--- config.mk ---
export PLATFORM = sky130hd
export DESIGN_NAME = ram16x4_access_ctrl
export DESIGN_NICKNAME = d
export VERILOG_FILES = /design/src/rtl/ram16x4_access_ctrl_pkg.sv /design/src/rtl/ram16x4_access_ctrl_rr_arbiter_2.sv /design/src/rtl/ram16x4_access_ctrl.sv
export SDC_FILE = /design/constraint.sdc
export NUM_CORES = 1
export LEC_CHECK = 0
export CORE_ASPECT_RATIO = 1.1
export CORE_MARGIN = 4
export CORE_UTILIZATION = 44
export DETAILED_ROUTE_END_ITERATION = 12
export PLACE_DENSITY = 0.91
export SYNTH_ARGS = -nofsm -noshare
export SYNTH_HDL_FRONTEND = slang
export SYNTH_SLANG_ARGS = --single-unit
--- constraint.sdc ---
create_clock -name clk -period 2.9 [get_ports clk]
set_input_delay 0.58 -clock clk [delete_from_list [all_inputs] [get_ports clk]]
set_output_delay 0.58 -clock clk [all_outputs]
set_load 0.05 [all_outputs]
--- src/rtl/ram16x4_access_ctrl_pkg.sv ---
// rtl/ram16x4_access_ctrl_pkg.sv - shared widths, state encoding and port ids for the RAM access controller
package ram16x4_access_ctrl_pkg;

    localparam int ADDR_W_DEF = 4;
    localparam int DATA_W_DEF = 4;

    typedef enum logic [1:0] {
        ST_IDLE  = 2'b00,
        ST_GRANT = 2'b01,
        ST_ACK   = 2'b10
    } state_t;

    localparam logic PORT0 = 1'b0;
    localparam logic PORT1 = 1'b1;

    function automatic logic [1:0] onehot_port(input logic id);
        return (id == PORT1) ? 2'b10 : 2'b01;
    endfunction

endpackage

--- src/rtl/ram16x4_access_ctrl_rr_arbiter_2.sv ---
// rtl/ram16x4_access_ctrl_rr_arbiter_2.sv - two-way round-robin arbiter
// ptr names the port that wins a tie; the top flips it after each completed access.
module rr_arbiter_2
    import ram16x4_access_ctrl_pkg::*;
(
    input  logic [1:0] req,
    input  logic       ptr,
    output logic [1:0] grant,
    output logic       winner
);

    always_comb begin
        winner = PORT0;
        grant  = 2'b00;
        case (req)
            2'b01:   winner = PORT0;
            2'b10:   winner = PORT1;
            2'b11:   winner = ptr;
            default: winner = PORT0;
        endcase
        if (req != 2'b00) begin
            grant = onehot_port(winner);
        end
    end

endmodule

--- src/rtl/ram16x4_access_ctrl.sv ---
// rtl/ram16x4_access_ctrl.sv - round-robin two-port access controller for a shared 16x4 register RAM
// One access at a time: IDLE samples a request, GRANT drives the RAM, ACK returns the result.
module ram16x4_access_ctrl
    import ram16x4_access_ctrl_pkg::*;
#(
    parameter int ADDR_W = ADDR_W_DEF,
    parameter int DATA_W = DATA_W_DEF
) (
    input  logic                clk,
    input  logic                reset,
    input  logic [1:0]          req,
    input  logic [1:0]          we,
    input  logic [2*ADDR_W-1:0] addr,
    input  logic [2*DATA_W-1:0] wdata,
    output logic [1:0]          ack,
    output logic [DATA_W-1:0]   rdata,
    output logic                busy,
    output logic [ADDR_W-1:0]   ram_addr,
    output logic [DATA_W-1:0]   ram_din,
    output logic                ram_we,
    input  logic [DATA_W-1:0]   ram_dout
);

    state_t state;
    logic   ptr;
    logic   lat_id;
    logic   lat_we;
    logic   winner;
    logic [1:0] grant;

    rr_arbiter_2 u_arb (
        .req    (req),
        .ptr    (ptr),
        .grant  (grant),
        .winner (winner)
    );

    // ram_addr/ram_din double as the latched address/data, so they hold in IDLE.
    always_ff @(posedge clk or posedge reset) begin
        if (reset) begin
            state    <= ST_IDLE;
            ptr      <= PORT0;
            lat_id   <= PORT0;
            lat_we   <= 1'b0;
            ack      <= 2'b00;
            busy     <= 1'b0;
            ram_we   <= 1'b0;
            ram_addr <= '0;
            ram_din  <= '0;
            rdata    <= '0;
        end else begin
            case (state)
                ST_IDLE: begin
                    ack    <= 2'b00;
                    ram_we <= 1'b0;
                    if (|grant) begin
                        lat_id   <= winner;
                        lat_we   <= we[winner];
                        ram_we   <= we[winner];
                        ram_addr <= winner ? addr[2*ADDR_W-1:ADDR_W] : addr[ADDR_W-1:0];
                        ram_din  <= winner ? wdata[2*DATA_W-1:DATA_W] : wdata[DATA_W-1:0];
                        busy     <= 1'b1;
                        state    <= ST_GRANT;
                    end
                end
                ST_GRANT: begin
                    ram_we <= 1'b0;
                    if (!lat_we) begin
                        rdata <= ram_dout;
                    end
                    ack   <= onehot_port(lat_id);
                    state <= ST_ACK;
                end
                ST_ACK: begin
                    ack   <= 2'b00;
                    busy  <= 1'b0;
                    ptr   <= ~lat_id;
                    state <= ST_IDLE;
                end
                default: begin
                    ack    <= 2'b00;
                    busy   <= 1'b0;
                    ram_we <= 1'b0;
                    state  <= ST_IDLE;
                end
            endcase
        end
    end

endmodule

* Yosys cells after proc, flatten, opt, wreduce, memory -nomap -nowiden
Cells that the tools add are included.
** Storage, ports and cells
- Register bits after elaboration :: 21
- Output and inout port bits :: 16
- Input port bits :: 26
- Word-level logic and storage cells :: 40
** Operators by class
- Reductions and logical operators :: 6
- Muxes and demuxes :: 15
- Bitwise logic cells :: 3
- Magnitude comparators :: 1
- Equality and inequality tests :: 5
** Operators with widths (number)
- 2-bit 2-to-1 mux :: 5
- 4-bit 2-to-1 mux :: 2
- 2-bit == test, second input constant :: 3
- 1-bit one-hot mux with 2 select lines :: 3
- 2-bit AND reduction :: 3
- 1-bit 2-to-1 mux :: 4
- 2-bit one-hot mux with 2 select lines :: 1
- 1-bit inverter :: 3
- 2-bit by 1-bit == test with 1-bit output, second input constant :: 1
- 2-bit logical NOT :: 1
- 1-bit by 2-bit less-than comparator with 1-bit output, second input constant :: 1
- 2-bit != test, second input constant :: 1
- 2-bit nonzero test :: 1
- 2-bit OR reduction :: 1

* Depth between registers and ports, before layout
- Depth in word-level cells :: 7
- Mapped depth :: 5
- Depth with buffers taken out :: 4

* Modules after synthesis
Synthesis repeated with hierarchy kept, for this count alone.
** Second synthesis, totals
- Cells, all modules :: 65
- Area total of the unflattened synthesis :: 948.4 um2
** By module, submodules not included
- ram16x4_access_ctrl :: times used 1, area each 922.1 um2, sequential area each 525.5 um2, cells each 61
- rr_arbiter_2 :: times used 1, area each 26.3 um2, sequential area each 0.0 um2, cells each 4

* Worst setup path before layout
No wires, ideal clock.
- Path type :: in2reg
- Start :: in req[0]
- End :: reg ram_we
- Setup slack :: 1638 ps
- Stages on the path :: 4
- Arrival :: 1124 ps
- Library setup time :: 138 ps
- Buffers on the path :: 1
- Required time :: 2762 ps
- Cell sequence :: or2_1 -> buf_6 -> nand2_8 -> o221ai_1
** On the way
- Longest elaborated chain between the ends :: 7
- Elaborated cells between the ends (all ways) :: 11
- Classes of those cells :: 2 x eq/ne; 7 x mux; 2 x reduce/logical
** Ends and longest elaborated chain
- from (decl) :: line ram16x4_access_ctrl.sv:11 : input logic [1:0] req,
- 2-bit == test :: line ram16x4_access_ctrl_rr_arbiter_2.sv:15 : case (req)
- 1-bit one-hot mux with 2 select lines :: line ram16x4_access_ctrl_rr_arbiter_2.sv:15
- 2-bit 2-to-1 mux :: line ram16x4_access_ctrl_pkg.sv:17 : return (id == PORT1) ? 2'b10 : 2'b01;
- 2-bit 2-to-1 mux :: line ram16x4_access_ctrl_rr_arbiter_2.sv:21 : if (req != 2'b00) begin
- 2-bit OR reduction :: line ram16x4_access_ctrl.sv:56 : if (|grant) begin
- 1-bit 2-to-1 mux * :: line ram16x4_access_ctrl.sv:56
- 1-bit one-hot mux with 2 select lines * :: line ram16x4_access_ctrl.sv:52 : case (state)
- to (signal assigned) :: line ram16x4_access_ctrl.sv:59 : ram_we <= we[winner];
- to (decl) :: line ram16x4_access_ctrl.sv:20 : output logic ram_we,
Mark *: on every way between the ends. The rest lies on a longest branch, timed or not. The select of a mux whose other input is x is not followed.
A chain may end at the register's enable or synchronous reset.

* Final worst setup path
- Start :: reg ram_addr[2]
- End :: out ram_addr[2]
** RTL lines
- from (decl) :: line ram16x4_access_ctrl.sv:18 : output logic [ADDR_W-1:0] ram_addr,
- from (signal assigned) :: line ram16x4_access_ctrl.sv:60 : ram_addr <= winner ? addr[2*ADDR_W-1:ADDR_W] : addr[ADDR_W-1:0];
No word-level cell between the ends.

==> summary.txt <==
CTS
  • CTS Hold Bufs: 0
  • CTS sink cnt: 21
  • Clock latency at the later pin of the worst-skew pair: 0.31 ns
  • CTS tree: done
  • Post-CTS sizing: 0
  • Post-CTS setup buffers: 0
  • H-tree lvl count: 1
  • Clock buffer depth: 2
  • Cell at the root of the clock tree: clkbuf_4
  • Clk slew on worst S/H paths: 0.12 ns
  • CTS Buf Count: 3

Worst setup path
  • Crit path buffers/inverters: 1
  • Startpoint class of the critical path: flip-flop
  • Critical path required time: 2.32 ns
  • Worst-case reg-to-reg path depth: 3
  • R2R Path Start: state[1]$_DFFE_PP0N_
  • Worst R2R Setup Slack: 1.65 ns
  • Crit path DAT: 1.51 ns
  • Crit path cell chain: clkdlybuf4s50_1
  • Crit-path slowest cell: clkdlybuf4s50_1
  • Type of the worst setup path: reg2out
  • Crit path max fanout: 2
  • Top delay family on crit path: buffers and inverters
  • Crit. End Element: primary output
  • CP max stage delay: 0.82 ns
  • Reg2Reg Capture Point: rdata[1]$_DFFE_PP0P_

Floorplan
  • Die area: 0.00301 mm2
  • Row count: 17
  • I/O pin cnt: 42
  • Core area: 0.00204 mm2
  • Die width: 52.6 um
  • Initial Util: 0.472
  • Die span in y: 57.1 um

Synthesis
  • Seq cells post-synth: 21
  • Synth area leaders: dfrtp_1 54%, mux2_4 6.2%, a31oi_1 5.8%
  • Netlist cell types: 23
  • Post-synthesis sequential area ratio: 0.545
  • Top cells by count, synth: 21 x dfrtp_1, 11 x o21ai_0, 9 x a21oi_1, 9 x a31oi_1, 9 x nand3_1
  • Cell taking the most area after synthesis: dfrtp_1
  • Mean Syn Cell Area: 11.1 um2
  • Mapped Nets: 113
  • Synth Flop Type: dfrtp_1
  • Post-Synthesis Cell Area: 965 um2
  • Post-synth EDFFs: 0
  • Post-synth ARST share: 1.00
  • Synth Instances: 87
  • Count leader, synth: dfrtp_1
  • Yosys Warn Count: 0
  • Top cell type's share of synthesized area: 0.545

Timing
  • Rel. slew slack: 0.482
  • RSZ-0062 raised after global routing: false
  • Period utilization: 0.721
  • Final setup TNS: 0 ns
  • Worst Max-Slew Pin Slew: 0.776 ns
  • Final Setup Violations: 0
  • Minimum clock period: 2.09 ns
  • Hold Fails Final Rpt: 0
  • Final Max Slew Viols: 0
  • Post-Route Skew: 0.00574 ns
  • Max Fclk: 0.478 GHz

Worst hold path
  • Hold Path Stages: 1
  • Hold crit path type: reg2reg
  • Worst Hold End: ack[0]$_DFF_PP0_
  • Hold_sp: lat_id$_DFFE_PP0P_

Placement
  • IO buf count: 41
  • Placer Congestion: 0.770
  • Final HPWL DP: 1860 um

Global route
  • Initial antenna violation count: 0
  • Vias in the first global route: 850
  • Total track usage: 0.175
  • GR Overflow Total: 0
  • Largest net degree at the start of global routing: 22
  • First-pass GRT wire length: 3910 um

Route
  • WL final: 2460 um
  • Drt drc: 0
  • Avg WL per Cell: 15.7 um
  • Final antenna-violating net count: 0
  • Vias: 843
  • Iteration-0 DRC Markers: 17
  • DR pass1 iterations: 4
  • Via density: 5.40

Finish
  • P&R area growth vs syn: 45.7%
  • Share of cells above drive strength 1: 0.0938
  • NumNets Final: 155
  • Fill cell count: 174
  • Antenna fix cells: 0

Pwr
  • Leak: 0.577 nW
  • Maximum vdd ir drop: 0.000582 V
  • PwrDens: 1210 mW/mm2
  • Final Power: 1.70 mW

Status
  • Status: completed

Job
  • Max_cap viols: 0
-- worst max path at each step --
stage | startpoint | to | cells past startpoint
finish | ram_addr[2]$_DFFE_PP0P_ | ram_addr[2] | 1
global route | rdata[1]$_DFFE_PP0P_ | rdata[1] | 1
CTS | ram_addr[2]$_DFFE_PP0P_ | ram_addr[2] | 1
detailed placement | req[1] | ram_addr[1]$_DFFE_PP0P_ | 5
global placement | req[1] | lat_id$_DFFE_PP0P_ | 4
floorplan | req[0] | ram_we$_DFFE_PP0P_ | 4
-- placed cells by master, fill, tap and decap left out --
cell	synthesis	routed
nand2b_1	2	2
clkbuf_4	0	3
and2_1	1	1
clkdlybuf4s50_1	0	41
mux2_4	4	4
nand2_1	1	1
clkbuf_1	1	1
nand4_1	1	1
a21oi_1	9	9
nand2_8	1	1
o21ai_0	11	11
nand2b_4	1	1
a32o_1	1	1
or2_1	1	1
a31oi_1	9	9
dfrtp_1	21	21
inv_4	1	1
nand3_1	9	9
nor2_4	2	2
and2b_1	1	1
nor2_1	1	1
inv_1	5	5
o221ai_1	1	1
-- stage by stage --
step	cell area (um2)	setup WS, ns	hold slack, ns	utilization	cells
global placement	1380	0.780	0.473	0.675	152
detailed placement	1380	0.696	0.474	0.675	152
global route	1410	0.755	0.515	0.688	156
CTS	1410	0.800	0.491	0.688	156
floorplan	965	1.64	0.431	-	87
finish	1410	0.809	0.492	0.688	156
-- sequential cells by signal, indices dropped and copies added (netlist names) --
name,flops
ram_addr,4
ram_din,4
rdata,4
ack,2
state,2
busy,1
lat_id,1
lat_we,1
ptr,1
ram_we,1
-- layout make-up --
cell class	instances	area (um2)	area share
clock buffer	4	26.3	0.0187
inverter	6	25.0	0.0178
multi-input combinational	56	383	0.272
sequential	21	526	0.374
tap	28	35.0	0.0249
timing repair buffer	41	410	0.292
-- power breakdown --
group	internal, mW	switching, mW	leakage, nW	total [mW]
clock	0.0538	0.0899	0.0150	0.144
combinational	0.374	0.640	0.314	1.01
sequential	0.437	0.104	0.248	0.541
-- kinds of logic (layout without fill, tap and decap cells) --
| logic type | count (synthesis) | after routing | synth area share |
|---|---|---|---|
| flops | 21 | 21 | 0.545 |
| simple gates | 21 | 21 | 0.153 |
| buf+inv | 10 | 51 | 0.0584 |
| mux | 4 | 4 | 0.0623 |
| compound gates | 31 | 31 | 0.182 |
-- layer usage --
metal,up-vias,GRT usage,wire (um),part of all wire
met2,45,0.296,1290,0.53
met1,395,0.215,953,0.39
met3,7,0.0313,147,0.060
li1,396,-,-,-
met4,0,0.0766,59,0.024
met5,-,0,0,0
Power figures use the tool's default switching activity.
